## config.mk

```make
export PLATFORM = sky130hd
export DESIGN_NAME = tcl_phase_scheduler_flat
export DESIGN_NICKNAME = d
export VERILOG_FILES = /design/src/rtl/tcl_phase_scheduler_if.sv /design/src/rtl/tcl_phase_scheduler.sv /design/src/flat_wrapper.sv
export SDC_FILE = /design/constraint.sdc
export NUM_CORES = 1
export LEC_CHECK = 0
export ABC_AREA = 1
export ABC_CLOCK_PERIOD_IN_PS = 2960
export BUFFER_PORTS_ARGS = -buffer_cell sky130_fd_sc_hd__buf_2
export CORE_MARGIN = 2
export CORE_UTILIZATION = 49
export CTS_BUF_LIST = sky130_fd_sc_hd__clkbuf_16
export CTS_CLUSTER_DIAMETER = 120
export CTS_CLUSTER_SIZE = 24
export DETAILED_ROUTE_END_ITERATION = 7
export PLACE_DENSITY = 0.74
export SYNTH_ARGS = -nofsm -noshare
export SYNTH_HDL_FRONTEND = slang
export SYNTH_SLANG_ARGS = --single-unit
```

## constraint.sdc

```tcl
create_clock -name Sys_CLK -period 2.96 [get_ports Sys_CLK]
set_clock_uncertainty 0.1 [all_clocks]
set_input_delay 0 -clock Sys_CLK [delete_from_list [all_inputs] [get_ports Sys_CLK]]
set_output_delay 0 -clock Sys_CLK [all_outputs]
set_load 0.05 [all_outputs]
```

## src/rtl/tcl_phase_scheduler_if.sv

```systemverilog
// Key/switch inputs and lamp/countdown outputs of the traffic-light phase scheduler.
// Clock and reset stay outside the interface.
interface tcl_phase_scheduler_if;
  logic [1:0] Key;
  logic [1:0] Switch;
  logic [3:0] LED;
  logic [3:0] Cnt_Tens;
  logic [3:0] Cnt_Ones;
  logic [1:0] Phase;
  logic       Tick;

  modport master (
    output Key, Switch,
    input  LED, Cnt_Tens, Cnt_Ones, Phase, Tick
  );

  modport slave (
    input  Key, Switch,
    output LED, Cnt_Tens, Cnt_Ones, Phase, Tick
  );
endinterface

```

## src/rtl/tcl_phase_scheduler.sv

```systemverilog
// Three-colour light phase sequencer: RED -> GREEN -> YELLOW on a prescaled tick,
// BCD countdown, pause/skip keys and night/all-red/manual modes. All outputs registered.
module tcl_phase_scheduler #(
  parameter int unsigned TICK_DIV = 50_000_000,
  parameter int unsigned T_RED    = 30,
  parameter int unsigned T_GREEN  = 25,
  parameter int unsigned T_YELLOW = 5
) (
  input logic                   Sys_CLK,
  input logic                   Sys_RST,
  tcl_phase_scheduler_if.slave  bus
);

  localparam logic [1:0] PH_RED     = 2'b00;
  localparam logic [1:0] PH_GREEN   = 2'b01;
  localparam logic [1:0] PH_YELLOW  = 2'b10;
  localparam logic [1:0] PH_SPECIAL = 2'b11;

  localparam logic [1:0] MODE_NORMAL = 2'b00;
  localparam logic [1:0] MODE_NIGHT  = 2'b01;
  localparam logic [1:0] MODE_ALLRED = 2'b10;
  localparam logic [1:0] MODE_MANUAL = 2'b11;

  localparam int unsigned    PW        = (TICK_DIV > 1) ? $clog2(TICK_DIV) : 1;
  localparam logic [PW-1:0]  PRESC_MAX = PW'(TICK_DIV - 1);

  localparam logic [3:0] RED_TENS = 4'(T_RED / 10);
  localparam logic [3:0] RED_ONES = 4'(T_RED % 10);
  localparam logic [3:0] GRN_TENS = 4'(T_GREEN / 10);
  localparam logic [3:0] GRN_ONES = 4'(T_GREEN % 10);
  localparam logic [3:0] YEL_TENS = 4'(T_YELLOW / 10);
  localparam logic [3:0] YEL_ONES = 4'(T_YELLOW % 10);

  function automatic logic [1:0] next_phase(input logic [1:0] ph);
    case (ph)
      PH_RED:   next_phase = PH_GREEN;
      PH_GREEN: next_phase = PH_YELLOW;
      default:  next_phase = PH_RED;
    endcase
  endfunction

  function automatic logic [7:0] phase_dur(input logic [1:0] ph);
    case (ph)
      PH_GREEN:  phase_dur = {GRN_TENS, GRN_ONES};
      PH_YELLOW: phase_dur = {YEL_TENS, YEL_ONES};
      default:   phase_dur = {RED_TENS, RED_ONES};
    endcase
  endfunction

  logic [1:0]    key_s1, key_s2, key_hist;
  logic [1:0]    sw_s1, sw_s2;
  logic [1:0]    mode_r, phase_r;
  logic [3:0]    tens_r, ones_r;
  logic [PW-1:0] presc_r;
  logic          paused_r, flash_r, hb_r, tick_r;
  logic [2:0]    lamp_r;

  logic [1:0]    key_pulse;
  logic          mode_change, skip, pause_tgl;
  logic [1:0]    mode_nxt, phase_nxt;
  logic [3:0]    tens_nxt, ones_nxt;
  logic [PW-1:0] presc_nxt;
  logic          paused_nxt, flash_nxt, hb_nxt, tick_nxt;
  logic [2:0]    lamp_nxt;

  always_comb begin
    key_pulse   = key_s2 & ~key_hist;
    mode_change = (sw_s2 != mode_r);
    skip        = key_pulse[1] && ((mode_r == MODE_NORMAL) || (mode_r == MODE_MANUAL));
    pause_tgl   = key_pulse[0] && (mode_r == MODE_NORMAL);

    mode_nxt   = mode_r;
    phase_nxt  = phase_r;
    tens_nxt   = tens_r;
    ones_nxt   = ones_r;
    paused_nxt = paused_r;
    flash_nxt  = flash_r;
    hb_nxt     = hb_r ^ tick_r;
    if (paused_r)
      presc_nxt = presc_r;
    else if (presc_r == PRESC_MAX)
      presc_nxt = '0;
    else
      presc_nxt = presc_r + 1'b1;

    if (mode_change) begin
      mode_nxt   = sw_s2;
      presc_nxt  = '0;
      paused_nxt = 1'b0;
      flash_nxt  = 1'b1;
      if ((sw_s2 == MODE_NIGHT) || (sw_s2 == MODE_ALLRED))
        phase_nxt = PH_SPECIAL;
      else
        phase_nxt = PH_RED;
      if (sw_s2 == MODE_NORMAL)
        {tens_nxt, ones_nxt} = phase_dur(PH_RED);
      else
        {tens_nxt, ones_nxt} = '0;
    end else begin
      case (mode_r)
        MODE_NORMAL: begin
          if (pause_tgl)
            paused_nxt = ~paused_r;
          // A skip coinciding with a tick replaces the tick's countdown step entirely.
          if (skip) begin
            phase_nxt            = next_phase(phase_r);
            {tens_nxt, ones_nxt} = phase_dur(phase_nxt);
            presc_nxt            = '0;
          end else if (tick_r) begin
            if ((tens_r == 4'd0) && (ones_r == 4'd1)) begin
              phase_nxt            = next_phase(phase_r);
              {tens_nxt, ones_nxt} = phase_dur(phase_nxt);
            end else if (ones_r == 4'd0) begin
              ones_nxt = 4'd9;
              tens_nxt = tens_r - 4'd1;
            end else begin
              ones_nxt = ones_r - 4'd1;
            end
          end
        end
        MODE_MANUAL: begin
          if (skip) begin
            phase_nxt = next_phase(phase_r);
            presc_nxt = '0;
          end
        end
        MODE_NIGHT: begin
          if (tick_r)
            flash_nxt = ~flash_r;
        end
        default: ;
      endcase
    end

    // Tick is registered so it is high exactly while the prescaler sits at its last count.
    tick_nxt = !paused_nxt && (presc_nxt == PRESC_MAX);

    case (mode_nxt)
      MODE_NIGHT:  lamp_nxt = {1'b0, flash_nxt, 1'b0};
      MODE_ALLRED: lamp_nxt = 3'b001;
      default: begin
        case (phase_nxt)
          PH_GREEN:  lamp_nxt = 3'b100;
          PH_YELLOW: lamp_nxt = 3'b010;
          default:   lamp_nxt = 3'b001;
        endcase
      end
    endcase
  end

  always_ff @(posedge Sys_CLK or posedge Sys_RST) begin
    if (Sys_RST) begin
      key_s1   <= '0;
      key_s2   <= '0;
      key_hist <= '0;
      sw_s1    <= '0;
      sw_s2    <= '0;
      mode_r   <= MODE_NORMAL;
      phase_r  <= PH_RED;
      tens_r   <= RED_TENS;
      ones_r   <= RED_ONES;
      presc_r  <= '0;
      paused_r <= 1'b0;
      flash_r  <= 1'b1;
      hb_r     <= 1'b0;
      tick_r   <= 1'b0;
      lamp_r   <= 3'b001;
    end else begin
      key_s1   <= bus.Key;
      key_s2   <= key_s1;
      key_hist <= key_s2;
      sw_s1    <= bus.Switch;
      sw_s2    <= sw_s1;
      mode_r   <= mode_nxt;
      phase_r  <= phase_nxt;
      tens_r   <= tens_nxt;
      ones_r   <= ones_nxt;
      presc_r  <= presc_nxt;
      paused_r <= paused_nxt;
      flash_r  <= flash_nxt;
      hb_r     <= hb_nxt;
      tick_r   <= tick_nxt;
      lamp_r   <= lamp_nxt;
    end
  end

  assign bus.LED      = {hb_r, lamp_r};
  assign bus.Cnt_Tens = tens_r;
  assign bus.Cnt_Ones = ones_r;
  assign bus.Phase    = phase_r;
  assign bus.Tick     = tick_r;

endmodule

```

## src/flat_wrapper.sv

```systemverilog
// flat-port wrapper written by rule: the top's interface ports become plain ports
module tcl_phase_scheduler_flat 
#(
  parameter int unsigned TICK_DIV = 50_000_000,
  parameter int unsigned T_RED    = 30,
  parameter int unsigned T_GREEN  = 25,
  parameter int unsigned T_YELLOW = 5
)
  (Sys_CLK, Sys_RST, bus_Key, bus_Switch, bus_LED, bus_Cnt_Tens, bus_Cnt_Ones, bus_Phase, bus_Tick);
  tcl_phase_scheduler_if bus_i ();
  input logic Sys_CLK;
  input logic Sys_RST;
  input wire logic [$bits(bus_i.Key)-1:0] bus_Key;
  input wire logic [$bits(bus_i.Switch)-1:0] bus_Switch;
  output wire logic [$bits(bus_i.LED)-1:0] bus_LED;
  output wire logic [$bits(bus_i.Cnt_Tens)-1:0] bus_Cnt_Tens;
  output wire logic [$bits(bus_i.Cnt_Ones)-1:0] bus_Cnt_Ones;
  output wire logic [$bits(bus_i.Phase)-1:0] bus_Phase;
  output wire logic [$bits(bus_i.Tick)-1:0] bus_Tick;
  assign bus_i.Key = bus_Key;
  assign bus_i.Switch = bus_Switch;
  assign bus_LED = bus_i.LED;
  assign bus_Cnt_Tens = bus_i.Cnt_Tens;
  assign bus_Cnt_Ones = bus_i.Cnt_Ones;
  assign bus_Phase = bus_i.Phase;
  assign bus_Tick = bus_i.Tick;
  tcl_phase_scheduler #(.TICK_DIV(TICK_DIV), .T_RED(T_RED), .T_GREEN(T_GREEN), .T_YELLOW(T_YELLOW)) u_core (.Sys_CLK(Sys_CLK), .Sys_RST(Sys_RST), .bus(bus_i));
endmodule
```

* After elaboration in Yosys (flattened, before gate mapping) *
Index checks and enable logic that the tools add are counted.

storage, ports and cells
  output and inout bits = 15
  word-level logic and storage cells = 103
  input port bits = 6
  bits in registers = 55

cells by class
  multiplexer cells = 45
  bitwise operators = 5
  add/subtract/negate cells = 3
  reductions and logical operators = 18
  equality and inequality tests = 17

operators by type and width
  cell                                              number
  two-way mux 26 bit                                5
  == test 26 bit, second input constant             2
  two-way mux 4 bit                                 12
  two-way mux 2 bit                                 16
  adder 26 x 1 -> 26 bit, second input constant     1
  one-hot mux 6 bit (2 select lines)                2
  == test 2 x 1 -> 1 bit, second input constant     7
  == test 2 bit, second input constant              6
  one-hot mux 3 bit (2 select lines)                2
  logical NOT 4 bit                                 2
  one-hot mux 2 bit (2 select lines)                2
  subtractor 4 x 1 -> 4 bit, second input constant  2
  logical NOT 2 bit                                 3
  two-way mux 1 bit                                 6
  == test 4 x 1 -> 1 bit, second input constant     1
  logical AND 1 bit                                 4
  nonzero test 4 bit                                1
  AND reduction 3 bit                               1
  nonzero test 3 bit                                1
  bitwise AND 2 bit                                 1
  logical OR 1 bit                                  2
  != test 2 bit                                     1
  NOT 1 bit                                         2
  NOT 2 bit                                         1
  other kinds (5)                                   5

* Depth between registers and ports, before layout *
Gate-level depths: netlist of run 1.

  depth in word-level cells = 15
  gate-level depth with buffers = 16
  depth with buffers taken out = 16

* Worst setup path after synthesis of run 1 *
OpenSTA, ideal clock, no wires.

  path kind = register -> register
  start = reg u_core.tens_r[0] (netlist: u_core.bus.Cnt_Tens[0])
  end = reg u_core.lamp_r[0]
  slack = 0.339 ns
  data arrival time = 2.439 ns
  cell stages (with the launch flop) = 15
  period minus slack after synthesis = 2.621 ns
  buffers on the path = 0
  cell sequence = dfstp_2 > inv_1 > ha_1 > nand2_1 > nor2_1 > nand3_1 > nand2_1 > nand2_1 > nor2_1 > o21ai_0 > nand2_1 > a21oi_1 > inv_1 > ha_1 > mux2_2

on the way
  cells in the longest elaborated chain, start to end = 10
  elaborated cells on any way between the ends = 11
  those cells by class = eq/ne: 2; mux: 7; reduce/logical: 2

RTL lines
  what                                                            RTL line                    text
  from (decl)                                                     tcl_phase_scheduler.sv:53   logic [3:0] tens_r, ones_r;
  from (signal assigned)                                          tcl_phase_scheduler.sv:176  tens_r <= tens_nxt;
  logical NOT 4 bit *                                             tcl_phase_scheduler.sv:110  if ((tens_r == 4'd0) && (ones_r == 4'd1)) begin
  logical AND 1 bit *                                             tcl_phase_scheduler.sv:110
  two-way mux 2 bit *                                             tcl_phase_scheduler.sv:110
  two-way mux 2 bit *                                             tcl_phase_scheduler.sv:109  end else if (tick_r) begin
  two-way mux 2 bit *                                             tcl_phase_scheduler.sv:105  if (skip) begin
  one-hot mux 2 bit (2 select lines) *                            tcl_phase_scheduler.sv:100  case (mode_r)
  two-way mux 2 bit *                                             tcl_phase_scheduler.sv:86   if (mode_change) begin
  via u_core.phase_nxt[1]                                         tcl_phase_scheduler.sv:60   logic [1:0] mode_nxt, phase_nxt;
  == test 2 bit / == test 2 x 1 -> 1 bit (equally long branches)  tcl_phase_scheduler.sv:142  case (phase_nxt)
  one-hot mux 3 bit (2 select lines) *                            tcl_phase_scheduler.sv:142
  one-hot mux 3 bit (2 select lines) *                            tcl_phase_scheduler.sv:138  case (mode_nxt)
  via u_core.lamp_nxt[0]                                          tcl_phase_scheduler.sv:64   logic [2:0] lamp_nxt;
  to (signal assigned)                                            tcl_phase_scheduler.sv:183  lamp_r <= lamp_nxt;
  to (decl)                                                       tcl_phase_scheduler.sv:56   logic [2:0] lamp_r;

The timed path passes the listed nets; every way through them passes the cells marked *.
A chain may end at the register's enable or synchronous reset.

* Worst setup path in the final report of run 1 *
  start = reg u_core.mode_r[0]
  end = reg u_core.lamp_r[0]

on the way
  cells in the longest elaborated chain, start to end = 9
  elaborated cells on any way between the ends = 16
  those cells by class = eq/ne: 6; mux: 7; reduce/logical: 3

RTL lines
  what                                                            RTL line                                                text
  from (decl)                                                     tcl_phase_scheduler.sv:52                               logic [1:0] mode_r, phase_r;
  from (signal assigned)                                          tcl_phase_scheduler.sv:174                              mode_r <= mode_nxt;
  == test 2 bit / logical NOT 2 bit (equally long branches)       tcl_phase_scheduler.sv:69, tcl_phase_scheduler.sv:100
  logical OR 1 bit                                                tcl_phase_scheduler.sv:69                               skip = key_pulse[1] && ((mode_r == MODE_NORMAL) || (mode_r == MODE_MANUAL));
  logical AND 1 bit                                               tcl_phase_scheduler.sv:69
  two-way mux 2 bit, on equally long branches                     tcl_phase_scheduler.sv:122, tcl_phase_scheduler.sv:105
  one-hot mux 2 bit (2 select lines)                              tcl_phase_scheduler.sv:100
  two-way mux 2 bit *                                             tcl_phase_scheduler.sv:86
  via u_core.phase_nxt[1]                                         tcl_phase_scheduler.sv:60
  == test 2 bit / == test 2 x 1 -> 1 bit (equally long branches)  tcl_phase_scheduler.sv:142
  one-hot mux 3 bit (2 select lines) *                            tcl_phase_scheduler.sv:142
  one-hot mux 3 bit (2 select lines) *                            tcl_phase_scheduler.sv:138
  via u_core.lamp_nxt[0]                                          tcl_phase_scheduler.sv:64

Marks and branches as above.

==> metrics, run 1 <==
most common cell in the netlist nand2_1; Die Wd 84.9 µm; Period Utilization, post-route 0.903; CP most frequent cell nand2_1; YS warnings 0; cells after synthesis roughly 430; Antenna Cells 0; Routed Antenna Nets 0; WP buf/inv 3; maximum number of pins on one net before global-route repair 40; Comb pwr share 0.190; sequential cell area fraction in the yosys report 0.431; Seq pwr share 0.475; Worst path depth 14; initial antenna violation count 0; average wire per standard cell 12.6 µm; required time worst endpoint just over 3 ns; clock slew at reported path FFs 0.07 ns; Sink Count 55; vias in the first global route 2,670; Hold WS between 0.2 and 0.25 ns; DRC errors left 0; Die H about 85 µm; syn_nets between 400 and 500; #FFs+latches synth 55; setup bufs post-CTS 0; first-pass GRT wire length 12.3 mm; Sw Share 0.312; Setup-failing EPs final 0; Max-slew headroom 0.474; critical path's slowest cell dfrtp_1; setup TNS 0 ns; die area roughly 7200 µm²; max frequency 374 MHz; max-cap viol count 0; GP Congestion 0.916; CTS tree yes; status complete, no violations; DRT Pass-1 Iters 5; total number of vias around 2,800; CP Max Fanout 7; worst-path cell chain inv_1 > ha_1 > inv_1 > nand2_1 > nand2_1 > nand2_1 > nand2_1 > nand2_1 > o21ai_0 > nand2_1 > a21oi_2 > inv_1 > ha_1 > mux2_2; RSZ-0062 raised after global routing no; deepest clock path buffer count 2; # rows 29; DP Area 3400 µm²; Layout Nets ~480; Via-to-Cell Ratio ~5.2; Pleak 1.91 nW; port bufs 20; cell taking the most area after synthesis dfrtp_1; Post-synth top cells nand2_1, inv_1, nor2_1, dfrtp_1, nand3_1; pins over their slew limit 0; Hold Path Stages 2; initial core utilization 0.505; Worst setup SP type register; Worst Setup End Kind register; Final min period ~2.7 ns; biggest cell delay along the critical path approximately 0.41 ns; Initial DRC Count 158; CTS Root Cell clkbuf_16; Peak VDD IR ~0.46 mV; synth unique cells 37; Int Pwr 1.20 mW; CTS Buf Count 5; routed wire length between 6 and 7 mm; HP Class in2reg; area share of the largest cell type after synthesis 0.398; top post-synthesis cells by area dfrtp_1, nand2_1, inv_1, nor2_1, nand3_1; Final Hold Viols 0; Global Route Usage Sum 0.211; clock power share 0.335; switching power approximately 550 µW; Design Area, Final ~3600 µm²; PD cells about 490 nW/µm²; # IOs 21; Worst R2R Path Depth 14; layout cell share with drive strength beyond 1 0.136; Tightest Pin Transition between 0.7 and 0.8 ns; Crit path arrival time ~2.8 ns; total grt overflow 0; DPL Wire Length 5.13 mm; post-synth design cell area ~3200 µm²; Post-synth ARST share 1.00; largest delay contributor family on the critical path simple AND/OR/NAND/NOR gates; Clk Latency, worst-skew pair 0.29 ns; CP Class reg2reg; core area approximately 6300 µm²; EDFF count, synth 0; mean area per synthesized cell between 7 and 8 µm²; area added between synthesis and finish 12.2%; Most used DFF post-synth dfrtp_1; total power 1.75 mW; H-tree depth 2
final timing paths:
| kind | endpoint | start | slack, ns |
|---|---|---|---|
| worst max register to register | u_core.lamp_r[0]$_DFF_PP1_ | u_core.mode_r[0]$_DFF_PP0_ | 0.29 |
| worst min register to register | u_core.sw_s2[0]$_DFF_PP0_ | u_core.sw_s1[0]$_DFF_PP0_ | 0.25 |
| worst min-delay path | u_core.key_s1[0]$_DFF_PP0_ | bus_Key[0] | 0.25 |
| worst max-delay path | u_core.lamp_r[0]$_DFF_PP1_ | u_core.mode_r[0]$_DFF_PP0_ | 0.29 |
| min in group asynchronous | u_core.hb_r$_DFF_PP0_ | Sys_RST | 0.31 |
| max in group asynchronous | u_core.bus.Cnt_Tens[1]$_DFFE_PP1P_ | Sys_RST | 1.65 |
what timing repair did:
action                                  in CTS  in global routing
endpoints found under the setup margin       0                  1
hold buffers                                 5                  0
gates resized for setup                      0                  1
hold endpoints to repair                    40                  0
cell families after synthesis:
| logic type | Yosys count | share of synthesized area |
|---|---|---|
| adder cells (fa/ha/maj) | 11 | 0.0430 |
| XOR/XNOR | 6 | 0.0164 |
| AND/OR/NAND/NOR | 251 | 0.349 |
| buffers and inverters | 77 | 0.0925 |
| multiplexers | 1 | 0.00351 |
| flip-flops | 55 | 0.431 |
| AO/OA/AOI/OAI | 32 | 0.0648 |
cell type report:
type	count	area (µm²)
Clock inverter	3	18.8
Sequential cell	55	1380
Fill cell	599	2760
Timing Repair Buffer	29	180
Inverter	70	263
Tap cell	77	96.3
Multi-Input combinational cell	301	1530
Clock buffer	5	125
per-stage QoR:
stage	utilization	setup WS [ns]	cells
4_1_cts	0.566	0.242	540
2_1_floorplan	-	0.339	433
3_5_place_dp	0.535	0.257	527
3_3_place_gp	0.535	0.359	527
6_report	0.566	0.288	540
5_1_grt	0.566	0.00196	540
sequential cells by signal, summed over array words and instances, names as in the netlist:
| register | flops |
|---|---|
| u_core.paused_r | 1 |
| u_core.sw_s1 | 2 |
| u_core.bus.Phase | 2 |
| u_core.hb_r | 1 |
| u_core.key_hist | 2 |
| u_core.key_s2 | 2 |
| u_core.key_s1 | 2 |
| u_core.bus.Cnt_Ones | 4 |
| u_core.sw_s2 | 2 |
| u_core.mode_r | 2 |
| u_core.bus.Tick | 1 |
| u_core.lamp_r | 3 |
| u_core.presc_r | 26 |
| u_core.flash_r | 1 |
| u_core.bus.Cnt_Tens | 4 |
power groups by stage:
stage	Combinational, mW	Clock, mW	Sequential [mW]
floorplan	0.152	0	0.941
global placement	0.320	0	0.842
detailed placement	0.327	0	0.844
CTS	0.334	0.607	0.829
global route	0.368	0.636	0.835
finish	0.333	0.585	0.830
metal layers:
layer  share of wire  GRT usage  vias to the layer above
met1            0.47      0.294                     1277
li1                -          -                     1426
met2            0.47      0.341                       67
met5               0          0                        -
met3           0.042     0.0438                       11
met4           0.015     0.0519                        0
layout by cell type, fill, tap and decap left out, types with 3 or more instances in the layout:
master	n
a21oi_1	5
a21oi_2	3
buf_2	20
buf_4	4
clkbuf_16	5
dfrtp_1	51
dfstp_2	4
dlygate4sd3_1	5
ha_1	11
inv_1	64
inv_2	6
nand2_1	113
nand2_2	4
nand3_1	38
nand4_1	13
nor2_1	64
nor2_2	6
nor2_4	4
nor3_1	3
o211ai_1	3
o21ai_0	7
o21bai_1	4
xor2_1	5
(Power assumes the default switching activity.)
==> run 2: changes to the inputs <==
--- a/config.mk
+++ b/config.mk
@@ -8,6 +8,7 @@
 export ABC_AREA = 1
 export ABC_CLOCK_PERIOD_IN_PS = 2960
 export BUFFER_PORTS_ARGS = -buffer_cell sky130_fd_sc_hd__buf_2
+export CORE_ASPECT_RATIO = 1.75
 export CORE_MARGIN = 2
 export CORE_UTILIZATION = 49
 export CTS_BUF_LIST = sky130_fd_sc_hd__clkbuf_16
==> metrics, run 2 (same netlist as run 1, synthesis figures left out) <==
met2 wire length 3.85 mm; Layout Nets between 400 and 500; port bufs 20; Period Utilization, post-route 0.913; Tightest Pin Transition between 0.5 and 0.6 ns; Crit path arrival time about 2.8 ns; Seq. cell area roughly 1400 µm²; max frequency between 300 and 400 MHz; Global Route Usage Sum 0.220; initial core utilization 0.497; layout cell share with drive strength beyond 1 0.134; Sw Share 0.315; required time worst endpoint 3.08 ns; CTS Buf Count 5; Non-Filler Instances roughly 550; Worst Setup End Kind register; maximum number of pins on one net before global-route repair 31; CTS tree yes; clock slew at reported path FFs approximately 0.070 ns; Sink Count 55; critical path's slowest cell dfrtp_1; Final min period approximately 2.7 ns; # rows 39; setup TNS 0 ns; total power between 1.5 and 2 mW; Worst setup SP type register; Initial DRC Count 176; CTS Root Cell clkbuf_16; DPL Wire Length around 5.4 mm; average wire per standard cell 12.9 µm; GP Congestion roughly 0.95; max-cap viol count 0; CP Class reg2reg; Max-slew headroom 0.628; clock power share 0.337; # IOs 21; Antenna Cells 0; Die Wd roughly 65 µm; H-tree depth 2; PD cells slightly below 500 nW/µm²; Comb pwr share 0.190; switching power roughly 550 µW; Clk Latency, worst-skew pair approximately 0.30 ns; most common cell after layout, fill and taps aside nand2_1; Setup-failing EPs final 0; number of flip-flops under the largest register name 26; status complete, no violations; area of the multi-input gates 1530 µm²; core area around 6400 µm²; Biggest register u_core.presc_r; die area between 7000 and 8000 µm²; DRT Pass-1 Iters 4; DP Area 3400 µm²; DRC errors left 0; Routed Antenna Nets 0; fillcell total between 600 and 700; Peak VDD IR between 0.4 and 0.5 mV; first-pass GRT wire length 12.6 mm; initial antenna violation count 0; RSZ-0062 raised after global routing no; Via-to-Cell Ratio between 5 and 6; worst-path cell chain inv_1 > ha_1 > inv_1 > nand2_1 > nand2_1 > nand2_1 > nand2_1 > nand2_1 > o21ai_0 > nand2_1 > a21oi_2 > inv_1 > ha_1 > mux2_2; CP Max Fanout 6; Design Area, Final between 3000 and 4000 µm²; placed cells around 530; Pleak roughly 1.9 nW; DR top layer met4; total grt overflow 0; Final Hold Viols 0; area added between synthesis and finish 12.5%; biggest cell delay along the critical path between 0.4 and 0.5 ns; Seq pwr share 0.473; met3 WL roughly 210 µm; Int Pwr ~1.2 mW; vias in the first global route around 2,900; pins over their slew limit 0; HP Class in2async; Die H 111 µm; met1 WL ~2.7 mm; most frequent cells in the layout nand2_1, inv_1, nor2_1, dfrtp_1, nand3_1; CP most frequent cell nand2_1; total number of vias approximately 2,900; routed wire length 7.05 mm; deepest clock path buffer count 2
[run 2: cell counts in the layout (fill, tap and decap cells not counted)]
No cell type changed its count.
[run 2: final timing paths]
kind	cells after the start	from	endpoint	slack [ns]
min in group Sys_CLK	2	bus_Key[1]	u_core.key_s1[1]$_DFF_PP0_	0.24
max in group asynchronous	4	Sys_RST	u_core.sw_s2[1]$_DFF_PP0_	1.76
setup / recovery	14	u_core.mode_r[0]$_DFF_PP0_	u_core.lamp_r[0]$_DFF_PP1_	0.26
setup reg to reg	14	u_core.mode_r[0]$_DFF_PP0_	u_core.lamp_r[0]$_DFF_PP1_	0.26
hold reg to reg	0	u_core.key_s1[0]$_DFF_PP0_	u_core.key_s2[0]$_DFF_PP0_	0.25
hold / removal	3	Sys_RST	u_core.lamp_r[2]$_DFF_PP0_	0.20
[run 2: layer usage]
metal,vias to the layer above,global-route usage
li1,1420,-
met1,1376,0.241
met2,62,0.387
met3,20,0.0376
met4,0,0.128
met5,-,0
[run 2: cell type report]
| type | count | area share |
|---|---|---|
| flip-flops and latches | 55 | 0.383 |
| repair buffers | 29 | 0.0500 |
| clock buffers | 5 | 0.0347 |
| inverters | 70 | 0.0729 |
| well taps | 82 | 0.0285 |
| clock inverters | 3 | 0.00590 |
| multi-input cells | 301 | 0.425 |
[run 2: critical path, delay by kind of cell, from the launching register on]
kind                       cells  cell delay, ns
adders and majority gates      2            0.59
muxes                          1            0.26
AOI/OAI and AO/OA              2            0.35
and+or+nand+nor                6            0.63
DFF                            1            0.42
buffers and inverters          3            0.26
[run 2: power groups by stage]
| stage | Clock, mW | Combinational [mW] | Sequential (mW) |
|---|---|---|---|
| after floorplan | 0 | 0.152 | 0.941 |
| after global placement | 0 | 0.321 | 0.842 |
| after detailed placement | 0 | 0.329 | 0.844 |
| after CTS | 0.610 | 0.335 | 0.829 |
| after global routing | 0.639 | 0.369 | 0.835 |
| final | 0.592 | 0.334 | 0.830 |
[run 2: timing repair]
item                                    CTS  global route
endpoints found under the setup margin    0             1
buffers inserted                          0             0
resized for setup                         0             1
hold endpoints to repair                 25             0
hold buffers                              5             0
[run 2: through the flow]
stage | utilization | hold slack [ns] | worst slack, ns
4_1_cts | 0.559 | 0.231 | 0.267
5_1_grt | 0.559 | 0.247 | 0.00942
3_3_place_gp | 0.528 | -0.00722 | 0.401
3_5_place_dp | 0.528 | 0.000456 | 0.276
6_report | 0.559 | 0.199 | 0.258
2_1_floorplan | - | -0.0686 | 0.339
==> run 3: changes to the inputs <==
--- a/config.mk
+++ b/config.mk
@@ -10,12 +10,12 @@
 export BUFFER_PORTS_ARGS = -buffer_cell sky130_fd_sc_hd__buf_2
 export CORE_ASPECT_RATIO = 1.75
 export CORE_MARGIN = 2
-export CORE_UTILIZATION = 49
+export CORE_UTILIZATION = 45
 export CTS_BUF_LIST = sky130_fd_sc_hd__clkbuf_16
 export CTS_CLUSTER_DIAMETER = 120
 export CTS_CLUSTER_SIZE = 24
 export DETAILED_ROUTE_END_ITERATION = 7
-export PLACE_DENSITY = 0.74
+export PLACE_DENSITY = 0.69
 export SYNTH_ARGS = -nofsm -noshare
 export SYNTH_HDL_FRONTEND = slang
 export SYNTH_SLANG_ARGS = --single-unit
==> metrics, run 3 (same netlist as run 1, synthesis figures left out) <==
CP Class reg2reg; deepest clock path buffer count 2; area added between synthesis and finish 12.9%; fillcell total ~680; status complete, no violations; Worst Setup End Kind register; CTS tree yes; met1 WL roughly 2.8 mm; Die H around 120 µm; Layout Nets ~480; initial antenna violation count 0; Setup crit start u_core.mode_r[0]$_DFF_PP0_; Int Pwr roughly 1.2 mW; clock power share 0.352; average wire per standard cell around 13 µm; Tightest Pin Transition 0.644 ns; Final min period 2.64 ns; maximum number of pins on one net before global-route repair 30; required time worst endpoint a little over 3 ns; number of flip-flops under the largest register name 26; switching power approximately 580 µW; Biggest register u_core.presc_r; Crit path arrival time 2.77 ns; Sink Count 55; DRT Pass-1 Iters 5; Final Hold Viols 0; Sw Share 0.323; DPL Wire Length roughly 5.4 mm; most common cell after layout, fill and taps aside nand2_1; Comb pwr share 0.186; # IOs 21; total number of vias between 2,000 and 3,000; max frequency roughly 380 MHz; CTS Buf Count 5; pins over their slew limit 0; most frequent cells in the layout nand2_1, inv_1, nor2_1, dfrtp_1, nand3_1; GP Congestion slightly below 0.9; H-tree depth 2; RSZ-0062 raised after global routing no; Max-slew headroom 0.570; routed wire length around 7.2 mm; met2 wire length around 3.9 mm; first-pass GRT wire length between 10 and 15 mm; Seq pwr share 0.463; Reg2Reg Setup Slack about 0.32 ns; core area approximately 6900 µm²; initial core utilization 0.464; Initial DRC Count between 100 and 150; Peak VDD IR around 0.4 mV; Clk Latency, worst-skew pair ~0.30 ns; setup TNS 0 ns; CP Max Fanout 6; HP Class in2async; Die Wd 67.8 µm; Via-to-Cell Ratio 5.13; PD cells just under 500 nW/µm²; R2R Path End u_core.lamp_r[0]$_DFF_PP1_; Antenna Cells 0; met3 WL around 210 µm; setup bufs post-CTS 0; CP endpoint u_core.lamp_r[0]$_DFF_PP1_; port bufs 20; Period Utilization, post-route 0.891; max-cap viol count 0; die area a little under 8000 µm²; clock slew at reported path FFs 0.08 ns; DRC errors left 0; Routed Antenna Nets 0; worst r2r src u_core.mode_r[0]$_DFF_PP0_; Global Route Usage Sum 0.206; Worst R2R Path Depth 14; total grt overflow 0; # rows 40; Pleak approximately 1.9 nW; Worst setup SP type register; CTS Root Cell clkbuf_16; Setup-failing EPs final 0; total power roughly 1.8 mW; vias in the first global route 2,718; DR top layer met4; layout cell share with drive strength beyond 1 0.136
-- run 3: cell counts in the layout (fill, tap and decap cells not counted) --
Identical to the previous run, type by type.
-- run 3: how the worst min path moves through the flow --
stage / startpoint / to / depth (start not counted)
after floorplan: bus_Key[0] / u_core.key_s1[0]$_DFF_PP0_ / 0
after global placement: bus_Switch[1] / u_core.sw_s1[1]$_DFF_PP0_ / 1
after detailed placement: bus_Key[0] / u_core.key_s1[0]$_DFF_PP0_ / 1
after CTS: bus_Switch[1] / u_core.sw_s1[1]$_DFF_PP0_ / 2
after global routing: bus_Key[1] / u_core.key_s1[1]$_DFF_PP0_ / 2
final: Sys_RST / u_core.lamp_r[2]$_DFF_PP0_ / 3
-- run 3: metrics by stage --
step | instances | hold slack, ns | util | setup WS (ns) | cell area (µm²)
CTS | 547 | 0.224 | 0.523 | 0.267 | 3610
detailed placement | 534 | 0.00932 | 0.493 | 0.283 | 3410
finish | 547 | 0.230 | 0.524 | 0.322 | 3620
global route | 547 | 0.229 | 0.524 | 0.0524 | 3620
floorplan | 433 | -0.0686 | - | 0.339 | 3200
global placement | 534 | 0.00725 | 0.493 | 0.396 | 3410
-- run 3: per-layer routing --
layer,track usage,vias up
met5,0,-
met3,0.0359,18
met1,0.219,1310
li1,-,1418
met4,0.103,0
met2,0.376,59
-- run 3: repair_timing --
| item | in CTS | in global routing |
|---|---|---|
| setup endpoints to repair | 0 | 1 |
| endpoints found under the hold margin | 28 | 0 |
| gates resized for setup | 0 | 1 |
| hold buffers | 5 | 0 |
-- run 3: power groups by stage --
stage / Clock (mW) / Sequential, mW / Combinational [mW]
final: 0.631 / 0.829 / 0.333
after global routing: 0.669 / 0.835 / 0.368
after CTS: 0.649 / 0.829 / 0.334
after detailed placement: 0 / 0.844 / 0.328
after global placement: 0 / 0.841 / 0.322
after floorplan: 0 / 0.941 / 0.152
-- run 3: layout make-up --
| type | instances | area (µm²) | share of cell area |
|---|---|---|---|
| clock buffers | 5 | 125 | 0.0346 |
| clock inverters | 3 | 33.8 | 0.00934 |
| inverters | 70 | 263 | 0.0726 |
| multi-input cells | 301 | 1530 | 0.423 |
| flip-flops and latches | 55 | 1380 | 0.382 |
| well taps | 84 | 105 | 0.0290 |
| repair buffers | 29 | 180 | 0.0498 |
-- run 3: worst max-delay path, cell delays in order (launching register included) --
cell and delay (ns):
dfrtp_1 0.43, inv_1 0.10, ha_1 0.33, inv_1 0.09, nand2_1 0.13, nand2_1 0.18, nand2_1 0.12, nand2_1 0.07
nand2_1 0.04, o21ai_0 0.14, nand2_1 0.08, a21oi_2 0.18, inv_1 0.06, ha_1 0.26, mux2_2 0.26
